`config.mk`:
```
export PLATFORM = sky130hd
export DESIGN_NAME = level_round_judge
export DESIGN_NICKNAME = d
export VERILOG_FILES = /design/src/rtl/level_round_judge.sv
export SDC_FILE = /design/constraint.sdc
export NUM_CORES = 1
export LEC_CHECK = 0
export ABC_AREA = 1
export CORE_UTILIZATION = 45
export DETAILED_ROUTE_END_ITERATION = 8
export GPL_ROUTABILITY_DRIVEN = 0
export HOLD_SLACK_MARGIN = 0.02
export PLACE_DENSITY = 0.69
export SLEW_MARGIN = 20
export SYNTH_ARGS = -nofsm -noshare
export SYNTH_HDL_FRONTEND = slang
export SYNTH_SLANG_ARGS = --single-unit
```
`constraint.sdc`:
```
create_clock -name clk -period 1.8 [get_ports clk]
set_clock_uncertainty 0.05 [all_clocks]
set_input_delay 0.36 -clock clk [delete_from_list [all_inputs] [get_ports clk]]
set_output_delay 0.36 -clock clk [all_outputs]
set_load 0.01 [all_outputs]
```
`src/rtl/level_round_judge.sv`:
```
// level_round_judge: runs one gold-miner level.
// Loads the level goal on start, counts the level timer down once per CLK_HZ
// clocks, accumulates collected gold value (saturating at 4095) and judges
// pass/fail when the timer expires or the field is cleared.
// Optional feature: define LRJ_PAUSE_EN to let the pause input freeze the timer.
//
// state   | meaning
// --------+-----------------------------------------------------------
// IDLE    | waiting for start; outputs hold the last level's values
// RUNNING | timer counting, score accumulating
// JUDGE   | one cycle: compare level_score against goal
// PASSED  | one cycle: cycle_level pulse, then back to IDLE
// FAILED  | terminal: game_over held until resetN

module level_round_judge #(
    parameter int CLK_HZ        = 50_000_000,
    parameter int LEVEL_SECONDS = 60,
    parameter int GOAL_BASE     = 650,
    parameter int GOAL_STEP     = 400
) (
    input  logic        clk,
    input  logic        resetN,
    input  logic        start,
    input  logic [1:0]  level_idx,
    input  logic        score_valid,
    input  logic [7:0]  score_value,
    input  logic        all_collected,
    input  logic        pause,
    output logic        running,
    output logic [6:0]  seconds_left,
    output logic [11:0] level_score,
    output logic [11:0] goal,
    output logic        cycle_level,
    output logic        game_over
);

    localparam int PW = (CLK_HZ > 1) ? $clog2(CLK_HZ) : 1;
    localparam logic [PW-1:0] PRE_TC = PW'(CLK_HZ - 1);

    typedef enum logic [2:0] {
        S_IDLE,
        S_RUNNING,
        S_JUDGE,
        S_PASSED,
        S_FAILED
    } state_t;

    state_t state, state_nxt;

    logic [PW-1:0] prescaler;
    logic          freeze;
    logic          tick;
    logic          expiry;
    logic [31:0]   goal_raw;
    logic [11:0]   goal_load;
    logic [12:0]   score_sum;
    logic [11:0]   score_next;

`ifdef LRJ_PAUSE_EN
    assign freeze = pause;
`else
    logic unused_pause;
    assign unused_pause = pause;
    assign freeze       = 1'b0;
`endif

    // Timer tick at prescaler terminal count; expiry is the tick reaching zero.
    assign tick   = (state == S_RUNNING) && !freeze && (prescaler == PRE_TC);
    assign expiry = tick && (seconds_left == 7'd1);

    // Goal for the requested level, clamped to the 12-bit output range.
    always_comb begin
        goal_raw  = 32'(GOAL_BASE) + 32'(GOAL_STEP) * {30'd0, level_idx};
        goal_load = (goal_raw > 32'd4095) ? 12'hFFF : goal_raw[11:0];
    end

    // Saturating score accumulation.
    always_comb begin
        score_sum  = {1'b0, level_score} + {5'd0, score_value};
        score_next = score_sum[12] ? 12'hFFF : score_sum[11:0];
    end

    // State register.
    always_ff @(posedge clk or negedge resetN) begin
        if (!resetN) state <= S_IDLE;
        else         state <= state_nxt;
    end

    // Next-state logic and state-decoded outputs.
    always_comb begin
        state_nxt   = state;
        running     = 1'b0;
        cycle_level = 1'b0;
        game_over   = 1'b0;
        case (state)
            S_IDLE: begin
                if (start) state_nxt = S_RUNNING;
            end
            S_RUNNING: begin
                running = 1'b1;
                if (expiry || all_collected) state_nxt = S_JUDGE;
            end
            S_JUDGE: begin
                state_nxt = (level_score >= goal) ? S_PASSED : S_FAILED;
            end
            S_PASSED: begin
                cycle_level = 1'b1;
                state_nxt   = S_IDLE;
            end
            S_FAILED: begin
                game_over = 1'b1;
            end
            default: state_nxt = S_IDLE;
        endcase
    end

    // Level datapath: load on start, count and accumulate while running.
    always_ff @(posedge clk or negedge resetN) begin
        if (!resetN) begin
            prescaler    <= '0;
            seconds_left <= '0;
            level_score  <= '0;
            goal         <= '0;
        end else if (state == S_IDLE && start) begin
            prescaler    <= '0;
            seconds_left <= 7'(LEVEL_SECONDS);
            level_score  <= '0;
            goal         <= goal_load;
        end else if (state == S_RUNNING) begin
            if (!freeze) prescaler <= tick ? '0 : prescaler + PW'(1);
            if (tick && seconds_left != 7'd0) seconds_left <= seconds_left - 7'd1;
            if (score_valid) level_score <= score_next;
        end
    end

endmodule

```
==> impl_metrics.csv <==
group,metric,value,unit
status,status,"finished, violations left",
status,violations,"negative setup slack",
final_layout,area_growth_syn_to_layout,29.4,%
flow_run,max_cap_viol_count,0,
place,port_buffers,45,
clocking,cts_buffers,5,
synthesis,yosysUniqueCellTypes,41,
sta,hold_viol_final,0,
sta,max-slew-margin-rel,0.640,
clocking,cts_tree,"built",
clocking,clkSinkCount,56,
hold_path,holdCritPathClass,"input pin to async pin",
sta,worstMarginPinSlew,0.539,ns
power_and_ir_drop,p_per_area,1370,nW/um2
clocking,clk_pin_slew,0.11,ns
floorplan,core,8640,um2
place,hpwl,7850,um
global_routing,grt_max_degree,38,
synthesis,netlist_area,3990,um2
setup_path,critPathKind,"register to register",
place,dp_cells,752,
final_layout,n_fill_cell,813,
synthesis,avgSynthCellArea,7.11,um2
setup_path,regToRegSetupSlack,-0.02,ns
sta,fin_ws,-0.0154,ns
floorplan,initial_core_util,0.462,
route,via_per_inst,5.05,
synthesis,synthArstFlopShare,1.00,
synthesis,synth_seq_cells,56,
setup_path,arrival,1.99,ns
setup_path,cp.required,1.98,ns
final_layout,drive_above_1_share,0.186,
setup_path,reg2regPathDepth,11,
clocking,cts_buffer_depth,2,
route,drt.antenna.violating_nets,0,
global_routing,grt_overflow,0,
final_layout,n_antenna_cell,0,
synthesis,synth_cells,562,
route,routedWlPerCell,13.4,um
setup_path,slowest_delay,0.43,ns
global_routing,grt_antenna_before_repair,0,
final_layout,post_layout_nonfiller_instances,769,
clocking,cts.htree.levels,2,
sta,period_share,1.01,
power_and_ir_drop,ir_drop,799,uV
setup_path,critPathLaunchType,"register",
route,first_pass_iters,4,
clocking,clk_latency,0.32,ns
clocking,cts-root-buf,"clkbuf_8",
floorplan,die_w,96.2,um
synthesis,synth_edf_count,0,
setup_path,critPathTopFamily,"adder cells",
sta,fin_crit,1.82,ns
setup_path,slowest_stage,"dfrtp_1",
floorplan,num_rows,34,
final_layout,finalNetCount,702,
floorplan,pin_count,50,
global_routing,grt_pass1_wl,17100,um
sta,fmax,551,MHz
setup_path,cp_common_cell,"nand2_2",
route,drc,0,
synthesis,synth_flop_cell,"dfrtp_1",
sta,setup_viol,4,
setup_path,cp_num_buf_inv,2,
setup_path,crit_path_end_kind,"register",
synthesis,yosysSeqAreaShare,0.351,
setup_path,r2r_start,"level_score[0]",
setup_path,reg2reg_to,"level_score[6]",
global_routing,grt_pass1_vias,3806,
setup_path,crit_fanout,2,
power_and_ir_drop,power_leakage,2.70,nW
synthesis,ys_warn_count,0,
floorplan,die_h,96.2,um
route,drt_iter0_drc,221,
sta,maxSlewViolCount,0,
final_layout,final_core_util,0.599,
floorplan,dieArea,9260,um2
route,vias,3883,
setup_path,cp_cell_sequence,"ha_4 > fa_2 > nand2_2 > inv_2 > nand2_2 > buf_4 > nor2_1 > o21bai_1 > nand3_2 > nand2_2 > nand2_1",
route,wirelength,10300,um
global_routing,grt.total_usage,0.238,
sta,rsz0062_at_grt,"true",
-- Yosys cell counts (3+ instances only) --
cell	count	area share
nor2_4	3	0.0085
inv_2	4	0.0038
o21ai_0	17	0.021
ha_1	25	0.078
inv_1	72	0.068
nand4_1	10	0.016
nand2_1	168	0.16
xnor2_1	5	0.011
nor3_1	10	0.013
nor2_1	60	0.056
a21oi_1	13	0.016
o21ai_1	3	0.0038
o21ai_2	5	0.011
xor2_1	10	0.022
a31oi_1	3	0.0047
nand2_2	9	0.014
nand3_1	44	0.055
buf_2	6	0.0075
o21bai_1	3	0.0056
dfrtp_1	56	0.35
nor2_2	5	0.0078
buf_4	5	0.0094
nand2_4	5	0.014
-- cell type report --
type | count | area (um2) | share of cell area
timing repair buffer | 101 | 900 | 0.174
clock inverter | 1 | 30.0 | 0.00581
tap | 108 | 135 | 0.0261
multi-input combinational | 419 | 2320 | 0.448
sequential | 56 | 1400 | 0.271
inverter | 77 | 292 | 0.0564
clock buffer | 7 | 96.3 | 0.0186
-- state kept, by name, indices dropped and copies added, names as in the netlist --
register,count
state,3
level_score,12
goal,8
seconds_left,7
prescaler,26
-- routing by layer --
| layer | GRT usage | vias up | part of all wire |
|---|---|---|---|
| li1 | - | 1980 | - |
| met4 | 0.0784 | 0 | 0.018 |
| met5 | 0 | - | 0 |
| met2 | 0.412 | 94 | 0.49 |
| met1 | 0.306 | 1792 | 0.45 |
| met3 | 0.0316 | 17 | 0.041 |
-- worst max-delay path by stage --
stage                   startpoint               to  cells past startpoint
finish              level_score[0]   level_score[6]                     11
global route        level_score[0]   level_score[4]                     12
CTS                 level_score[0]  level_score[10]                     12
detailed placement  score_value[0]   level_score[6]                     13
global placement    score_value[0]  level_score[10]                     13
floorplan           level_score[0]  level_score[10]                     12
-- power breakdown --
part	internal (W)	switching (W)	total (W)	leakage, nW
Combinational	0.00197	0.00232	0.00429	1.89
Sequential	0.00157	0.000303	0.00187	0.744
Clock	0.000492	0.000431	0.000923	0.0645
Total	0.00404	0.00305	0.00709	2.70
-- cell families (layout without fill, tap and decap cells) --
kind of cell	Yosys count	after routing	share of synthesized area
AO/OA/AOI/OAI	51	51	0.0758
XOR/XNOR	15	15	0.0329
adder cells (fa/ha/maj)	26	26	0.0833
buffers and inverters	90	186	0.0937
flip-flops	56	56	0.351
other	1	3	0.000939
AND/OR/NAND/NOR	323	324	0.362
-- stage by stage --
step                total power [W]  hold WS (ns)  instance area, um2  TNS, ns  worst slack [ns]
floorplan                   0.00423        0.0144                4020   -0.109           -0.0252
global placement            0.00590         0.249                4900    -5.97            -0.438
detailed placement          0.00602         0.253                4900    -7.17            -0.525
CTS                         0.00703         0.443                5090   -0.249           -0.0423
global route                0.00769         0.475                5170    -1.23            -0.129
finish                      0.00709         0.436                5170  -0.0347           -0.0154
-- layout by cell type (no fill, tap or decap), types with 7 or more instances in the layout --
master and instances:
a21oi_1 13, buf_4 52, clkbuf_8 7, clkdlybuf4s50_1 33
dfrtp_1 56, ha_1 23, inv_1 70, nand2_1 158
nand2_2 18, nand3_1 41, nand4_1 10, nor2_1 58
nor3_1 10, o21ai_0 14, xor2_1 10
-- repair_timing --
item	CTS	global route
resized for setup	16	21
setup endpoints to repair	16	28
setup buffers	2	5
pin swaps	5	3
cloned	1	0
endpoints found under the hold margin	14	0
hold buffers	1	0
Power figures use the tool's default switching activity.
